===== src/rtl/g9_run_ctrl_if.sv =====
// rtl/g9_run_ctrl_if.sv - control/status bundle between the board harness and the G9 run controller
interface g9_run_ctrl_if #(
   parameter int CNT_W = 32
) ();
   logic             start;
   logic             stop_req;
   logic             halt_detect;
   logic             step_req;
   logic             core_rst_n;
   logic             core_clk_en;
   logic [CNT_W-1:0] cycle_count;
   logic             running;
   logic             done;
   logic             timeout;

   modport master (
      output start, stop_req, halt_detect, step_req,
      input  core_rst_n, core_clk_en, cycle_count, running, done, timeout
   );

   modport slave (
      input  start, stop_req, halt_detect, step_req,
      output core_rst_n, core_clk_en, cycle_count, running, done, timeout
   );
endinterface


===== src/rtl/g9_run_ctrl.sv =====
// rtl/g9_run_ctrl.sv - G9 core run controller: core reset, divided clock enable, cycle count, halt/timeout/step
module g9_run_ctrl #(
   parameter int DIV         = 2,
   parameter int RST_CYCLES  = 4,
   parameter int CNT_W       = 32,
   parameter int TIMEOUT_CYC = 1000
) (
   input logic           clk,
   input logic           rst_n,
   g9_run_ctrl_if.slave  bus
);
   localparam int DW = $clog2(DIV + 1);
   localparam int RW = $clog2(RST_CYCLES + 1);
   localparam logic [CNT_W-1:0] CNT_MAX = '1;
   localparam logic [63:0]      TO_VAL  = 64'(TIMEOUT_CYC);

   typedef enum logic [2:0] {S_IDLE, S_RESET, S_RUN, S_HALTED, S_TIMEOUT} state_t;

   state_t           state, state_nx;
   logic [DW-1:0]    div_cnt, div_nx;
   logic [RW-1:0]    rst_cnt, rst_nx;
   logic [CNT_W-1:0] cnt_q, cnt_nx, cnt_inc;
   logic             en_q, en_nx;
   logic             armed, armed_nx;
   logic             enter_rst;
   logic             rstn_q, run_q, done_q, to_q;

   assign cnt_inc = (cnt_q == CNT_MAX) ? cnt_q : cnt_q + 1'b1;

   always_comb begin
      state_nx  = state;
      div_nx    = div_cnt;
      rst_nx    = rst_cnt;
      cnt_nx    = cnt_q;
      en_nx     = 1'b0;
      enter_rst = 1'b0;
      // a step consumes the arm; only a low step_req re-arms it
      armed_nx  = armed | ~bus.step_req;
      case (state)
         S_IDLE: enter_rst = bus.start;
         S_RESET: begin
            if (rst_cnt == RW'(RST_CYCLES)) begin
               state_nx = S_RUN;
               div_nx   = DW'(1);
               en_nx    = (DIV == 1);
               if (DIV == 1) cnt_nx = cnt_inc;
            end else begin
               rst_nx = rst_cnt + 1'b1;
            end
         end
         S_RUN: begin
            if (bus.halt_detect || bus.stop_req) begin
               state_nx = S_HALTED;
            end else if (TIMEOUT_CYC != 0 && en_q && 64'(cnt_q) == TO_VAL) begin
               state_nx = S_TIMEOUT;
            end else begin
               div_nx = (div_cnt == DW'(DIV)) ? DW'(1) : div_cnt + 1'b1;
               en_nx  = (div_nx == DW'(DIV));
               if (en_nx) cnt_nx = cnt_inc;
            end
         end
         S_HALTED: begin
            if (bus.start) begin
               enter_rst = 1'b1;
            end else if (bus.step_req && armed) begin
               en_nx    = 1'b1;
               cnt_nx   = cnt_inc;
               armed_nx = 1'b0;
            end
         end
         S_TIMEOUT: enter_rst = bus.start;
         default: state_nx = S_IDLE;
      endcase
      if (enter_rst) begin
         state_nx = S_RESET;
         rst_nx   = RW'(1);
         cnt_nx   = '0;
         en_nx    = 1'b0;
      end
   end

   always_ff @(posedge clk or negedge rst_n) begin
      if (!rst_n) begin
         state   <= S_IDLE;
         div_cnt <= '0;
         rst_cnt <= '0;
         cnt_q   <= '0;
         en_q    <= 1'b0;
         armed   <= 1'b1;
         rstn_q  <= 1'b0;
         run_q   <= 1'b0;
         done_q  <= 1'b0;
         to_q    <= 1'b0;
      end else begin
         state   <= state_nx;
         div_cnt <= div_nx;
         rst_cnt <= rst_nx;
         cnt_q   <= cnt_nx;
         en_q    <= en_nx;
         armed   <= armed_nx;
         rstn_q  <= (state_nx == S_RUN) || (state_nx == S_HALTED) || (state_nx == S_TIMEOUT);
         run_q   <= (state_nx == S_RUN);
         done_q  <= (state_nx == S_HALTED) || (state_nx == S_TIMEOUT);
         to_q    <= (state_nx == S_TIMEOUT);
      end
   end

   assign bus.core_rst_n  = rstn_q;
   assign bus.core_clk_en = en_q;
   assign bus.cycle_count = cnt_q;
   assign bus.running     = run_q;
   assign bus.done        = done_q;
   assign bus.timeout     = to_q;
endmodule


===== src/flat_wrapper.sv =====
// flat-port wrapper written by rule: the top's interface ports become plain ports
module g9_run_ctrl_flat 
#(
   parameter int DIV         = 2,
   parameter int RST_CYCLES  = 4,
   parameter int CNT_W       = 32,
   parameter int TIMEOUT_CYC = 1000
)
  (clk, rst_n, bus_start, bus_stop_req, bus_halt_detect, bus_step_req, bus_core_rst_n, bus_core_clk_en, bus_cycle_count, bus_running, bus_done, bus_timeout);
  g9_run_ctrl_if #(.CNT_W(CNT_W)) bus_i ();
  input logic clk;
  input logic rst_n;
  input wire logic [$bits(bus_i.start)-1:0] bus_start;
  input wire logic [$bits(bus_i.stop_req)-1:0] bus_stop_req;
  input wire logic [$bits(bus_i.halt_detect)-1:0] bus_halt_detect;
  input wire logic [$bits(bus_i.step_req)-1:0] bus_step_req;
  output wire logic [$bits(bus_i.core_rst_n)-1:0] bus_core_rst_n;
  output wire logic [$bits(bus_i.core_clk_en)-1:0] bus_core_clk_en;
  output wire logic [$bits(bus_i.cycle_count)-1:0] bus_cycle_count;
  output wire logic [$bits(bus_i.running)-1:0] bus_running;
  output wire logic [$bits(bus_i.done)-1:0] bus_done;
  output wire logic [$bits(bus_i.timeout)-1:0] bus_timeout;
  assign bus_i.start = bus_start;
  assign bus_i.stop_req = bus_stop_req;
  assign bus_i.halt_detect = bus_halt_detect;
  assign bus_i.step_req = bus_step_req;
  assign bus_core_rst_n = bus_i.core_rst_n;
  assign bus_core_clk_en = bus_i.core_clk_en;
  assign bus_cycle_count = bus_i.cycle_count;
  assign bus_running = bus_i.running;
  assign bus_done = bus_i.done;
  assign bus_timeout = bus_i.timeout;
  g9_run_ctrl #(.DIV(DIV), .RST_CYCLES(RST_CYCLES), .CNT_W(CNT_W), .TIMEOUT_CYC(TIMEOUT_CYC)) u_core (.clk(clk), .rst_n(rst_n), .bus(bus_i));
endmodule

===== config.mk =====
export PLATFORM = sky130hd
export DESIGN_NAME = g9_run_ctrl_flat
export DESIGN_NICKNAME = d
export VERILOG_FILES = /design/src/rtl/g9_run_ctrl_if.sv /design/src/rtl/g9_run_ctrl.sv /design/src/flat_wrapper.sv
export SDC_FILE = /design/constraint.sdc
export NUM_CORES = 1
export LEC_CHECK = 0
export BUFFER_PORTS_ARGS = -buffer_cell sky130_fd_sc_hd__buf_2
export CAP_MARGIN = 20
export CORE_MARGIN = 2
export CORE_UTILIZATION = 30
export CTS_CLUSTER_SIZE = 20
export DETAILED_ROUTE_END_ITERATION = 8
export PLACE_DENSITY = 0.59
export SLEW_MARGIN = 20
export SYNTH_ARGS = -nofsm -noshare
export SYNTH_HDL_FRONTEND = slang
export SYNTH_SLANG_ARGS = --single-unit
export TNS_END_PERCENT = 100

===== constraint.sdc =====
create_clock -name clk -period 3 [get_ports clk]
set_input_delay 0.15 -clock clk [delete_from_list [all_inputs] [get_ports clk]]
set_output_delay 0.15 -clock clk [all_outputs]
set_load 0.01 [all_outputs]

==> reports/metrics.csv <==
stage,metric,value,unit
status,status,"finished, final reports clean",
sta,Max transition margin,52.92,%
global_route,largest net degree at the start of global routing,47,
synthesis,"Seq/Total Area, Yosys",41.92,%
min_path,hold depth,2,
detailed_routing,Vias/cell,5.546,
setup_path,startpoint types,flop,
synthesis,Mapped Area,2749,um2
sta,Final Setup Violations,0,
placement,IO buf count,42,
clocking,post-cts sizing count,0,
die,total die area,9945,um2
run,Max-Cap Viols,0,
global_route,grt ovf,0,
synthesis,Mean Syn Cell Area,8.983,um2
global_route,first-pass GRT wire length,12.61,mm
clocking,"Clk pin slew, worst setup/hold paths",100,ps
layout,Final Instance Area,3181,um2
global_route,vias in the first global route,2443,
layout,Final #Nets,357,
detailed_routing,remaining antenna violation count,0,
setup_path,crit path to,u_core.bus.cycle_count[25]$_DFFE_PN0P_,
detailed_routing,final WL,7.396,mm
global_route,initial antenna violation count,0,
sta,final period utilization,90.67,%
placement,Post-DP Area,3074,um2
detailed_routing,drc violations,0,
die,std cell rows,34,
placement,GPL Wtd Cong,0.8711,
clocking,CTS buffer count,5,
power_and_ir_drop,leak pwr,0.001442,uW
sta,RSZ-0062 raised after global routing,no,
power_and_ir_drop,PD cells,580.8,nW/um2
layout,Area Growth Syn to Fin,15.70,%
synthesis,Async SR Flop Fraction,100.0,%
synthesis,Netlist cell types,52,
setup_path,critical path data required time,3210,ps
clocking,Setup Buffers After CTS,0,
clocking,CTS max path bufs,2,
clocking,H-Tree Depth,2,
synthesis,Synth warnings,0,
sta,Final min period,2720,ps
detailed_routing,Vias,2529,
setup_path,Critical Path AT,2930,ps
setup_path,RR Endpoint,u_core.bus.cycle_count[25]$_DFFE_PN0P_,
die,Vert. Die Dim,99.73,um
detailed_routing,drt wl/cell,16.22,um
synthesis,Most used DFF post-synth,dfrtp_1,
synthesis,Seq cells post-synth,46,
sta,skew final,9.268,ps
min_path,worst min path class,in -> reg,
clocking,clock sinks,46,
synthesis,commonest cells in the netlist,"dfrtp_1, nor2_1, nand2_1, a21oi_1, nand4_1",
synthesis,Area contributors post-synth,"dfrtp_1, xnor2_1, a21oi_1, nand4_1, nor2_1",
synthesis,syn nets,316,
synthesis,share of the synthesized area in the top cell type,40.96,%
sta,Final Hold Viols,0,
clocking,clk root buf,clkbuf_8,
synthesis,"EDFF count, synth",0,
synthesis,Mapped Cells,306,
sta,fmax,367.6,MHz
detailed_routing,initial drt markers,120,
synthesis,Synth area leader,dfrtp_1,
die,Top Ports,43,
sta,fin. max-slew vios,0,
setup_path,worst r2r src,u_core.bus.cycle_count[0]$_DFFE_PN0P_,
clocking,CTS tree,yes,
layout,layout cells sized above 1,20.11,%
setup_path,WP buf/inv,1,
setup_path,kind of end point of the critical path,flop,
layout,"non-filler cells, final",456,
setup_path,Worst Path Max Fanout,9,
setup_path,r2r setup slk,280,ps
setup_path,Worst path slowest cell,nor4_4,
placement,hpwl dp,5.344,mm
setup_path,"slowest stage delay, CP",700,ps
setup_path,Crit. path cell count,8,
power_and_ir_drop,Worst VDD drop,0.4521,mV
clocking,clock latency on the worst-skew pair,310,ps
setup_path,crit path from,u_core.bus.cycle_count[0]$_DFFE_PN0P_,
setup_path,critical path type,reg -> reg,
synthesis,top-count cell post-synth,dfrtp_1,
clocking,post-cts hold buffer count,0,
die,Core ar.,8806,um2
setup_path,worst-case reg-to-reg path depth,8,
sta,Worst-Margin Slew,706.2,ps
global_route,All-Layer GR Usage,15.77,%
die,Starting Density,31.22,%
placement,dpl cells,447,
sta,setup TNS,0,ps
detailed_routing,1st-pass router iterations,4,
layout,# diodes,0,
die,Die Wd,99.73,um
setup_path,CP cell instances,inv_1 -> ha_1 -> nor4bb_1 -> nand4_1 -> nor4_4 -> nor4_2 -> and3_1 -> o21a_1,
setup_path,CP top delay family,simple AND/OR/NAND/NOR gates,
area by class of cell:
type | count | area (um2)
fillers | 892 | 5625
multi-input cells | 229 | 1468
flip-flops and latches | 46 | 1152
repair buffers | 50 | 275.3
well taps | 108 | 135.1
clock buffers | 5 | 68.82
inverters | 15 | 56.30
clock inverters | 3 | 25.02
state kept, by name (all words and copies together) (netlist names):
signal and cells:
u_core.bus.cycle_count 32, u_core.rst_cnt 3, u_core.state 3, u_core.div_cnt 2, u_core.armed 1, u_core.bus.core_clk_en 1, u_core.bus.core_rst_n 1, u_core.bus.done 1
u_core.bus.running 1, u_core.bus.timeout 1
worst reg2reg max path: cells and delay by family (launching register included):
| family | cells | cell delay (ps) |
|---|---|---|
| simple gates | 5 | 1750 |
| flops | 1 | 430 |
| fa+ha+maj | 1 | 180 |
| compound gates | 1 | 160 |
| buf+inv | 1 | 110 |
worst min-delay path by stage:
stage	start	endpoint	slack [ps]
after global placement	bus_step_req	u_core.armed$_DFF_PN1_	330
final	bus_step_req	u_core.armed$_DFF_PN1_	8
after detailed placement	bus_step_req	u_core.armed$_DFF_PN1_	340
after floorplan	rst_n	u_core.bus.core_clk_en$_DFF_PN0_	-150
after global routing	bus_step_req	u_core.armed$_DFF_PN1_	10
after CTS	bus_step_req	u_core.armed$_DFF_PN1_	2
power by group:
part	switching (uW)	internal (uW)	leakage, uW
clock	239	169	0.0000447
combinational	425	232	0.000772
sequential	84.5	699	0.000626
total	748	1100	0.00144
stage by stage:
step           utilization [%]  total power, uW  worst slack (ps)  hold WS [ps]
6_report                 36.12             1847             280.0         8.269
5_1_grt                  36.12             1983             75.20         11.77
4_1_cts                  35.98             1864             283.1         2.091
3_5_place_dp             34.91             1456             324.0         341.5
3_3_place_gp             34.91             1438             477.7         334.8
2_1_floorplan                -             1258             710.7        -145.6
kinds of logic (layout without fill, tap and decap cells):
logic type,after synthesis,count (layout),share of synthesized area (%)
buf+inv,31,73,4.688
flops,46,46,41.92
mux,2,2,0.7283
compound gates,59,59,13.29
fa+ha+maj,4,4,1.821
simple gates,151,151,33.41
xor+xnor,13,13,4.142
placed cells by master (no fill, tap or decap), drive strengths merged, types with 2 or more instances in the layout:
master | netlist | final
o21a | 4 | 4
a31o | 2 | 2
a211o | 2 | 2
xnor2 | 13 | 13
o31ai | 6 | 6
mux2i | 2 | 2
inv | 15 | 16
and4 | 7 | 7
nand2 | 22 | 22
buf | 6 | 49
nand3 | 13 | 13
nor4b | 3 | 3
nand4b | 2 | 2
o21ai | 14 | 14
dfrtp | 45 | 45
and2 | 2 | 2
nor3 | 7 | 7
or2 | 3 | 3
nand2b | 5 | 5
and3 | 9 | 9
clkbuf | 10 | 5
ha | 4 | 4
nor2 | 25 | 25
or4 | 7 | 7
a21oi | 21 | 21
nor4 | 16 | 16
a21o | 2 | 2
nand4 | 16 | 16
or3 | 8 | 8
layer usage:
layer	up-vias	wire length, um	GRT usage, %
met5	-	0	0
met2	82	3440	25.36
li1	1218	-	-
met3	7	420	2.811
met1	1222	3464	21.91
met4	0	70	4.215
Power figures use the tool's default switching activity.
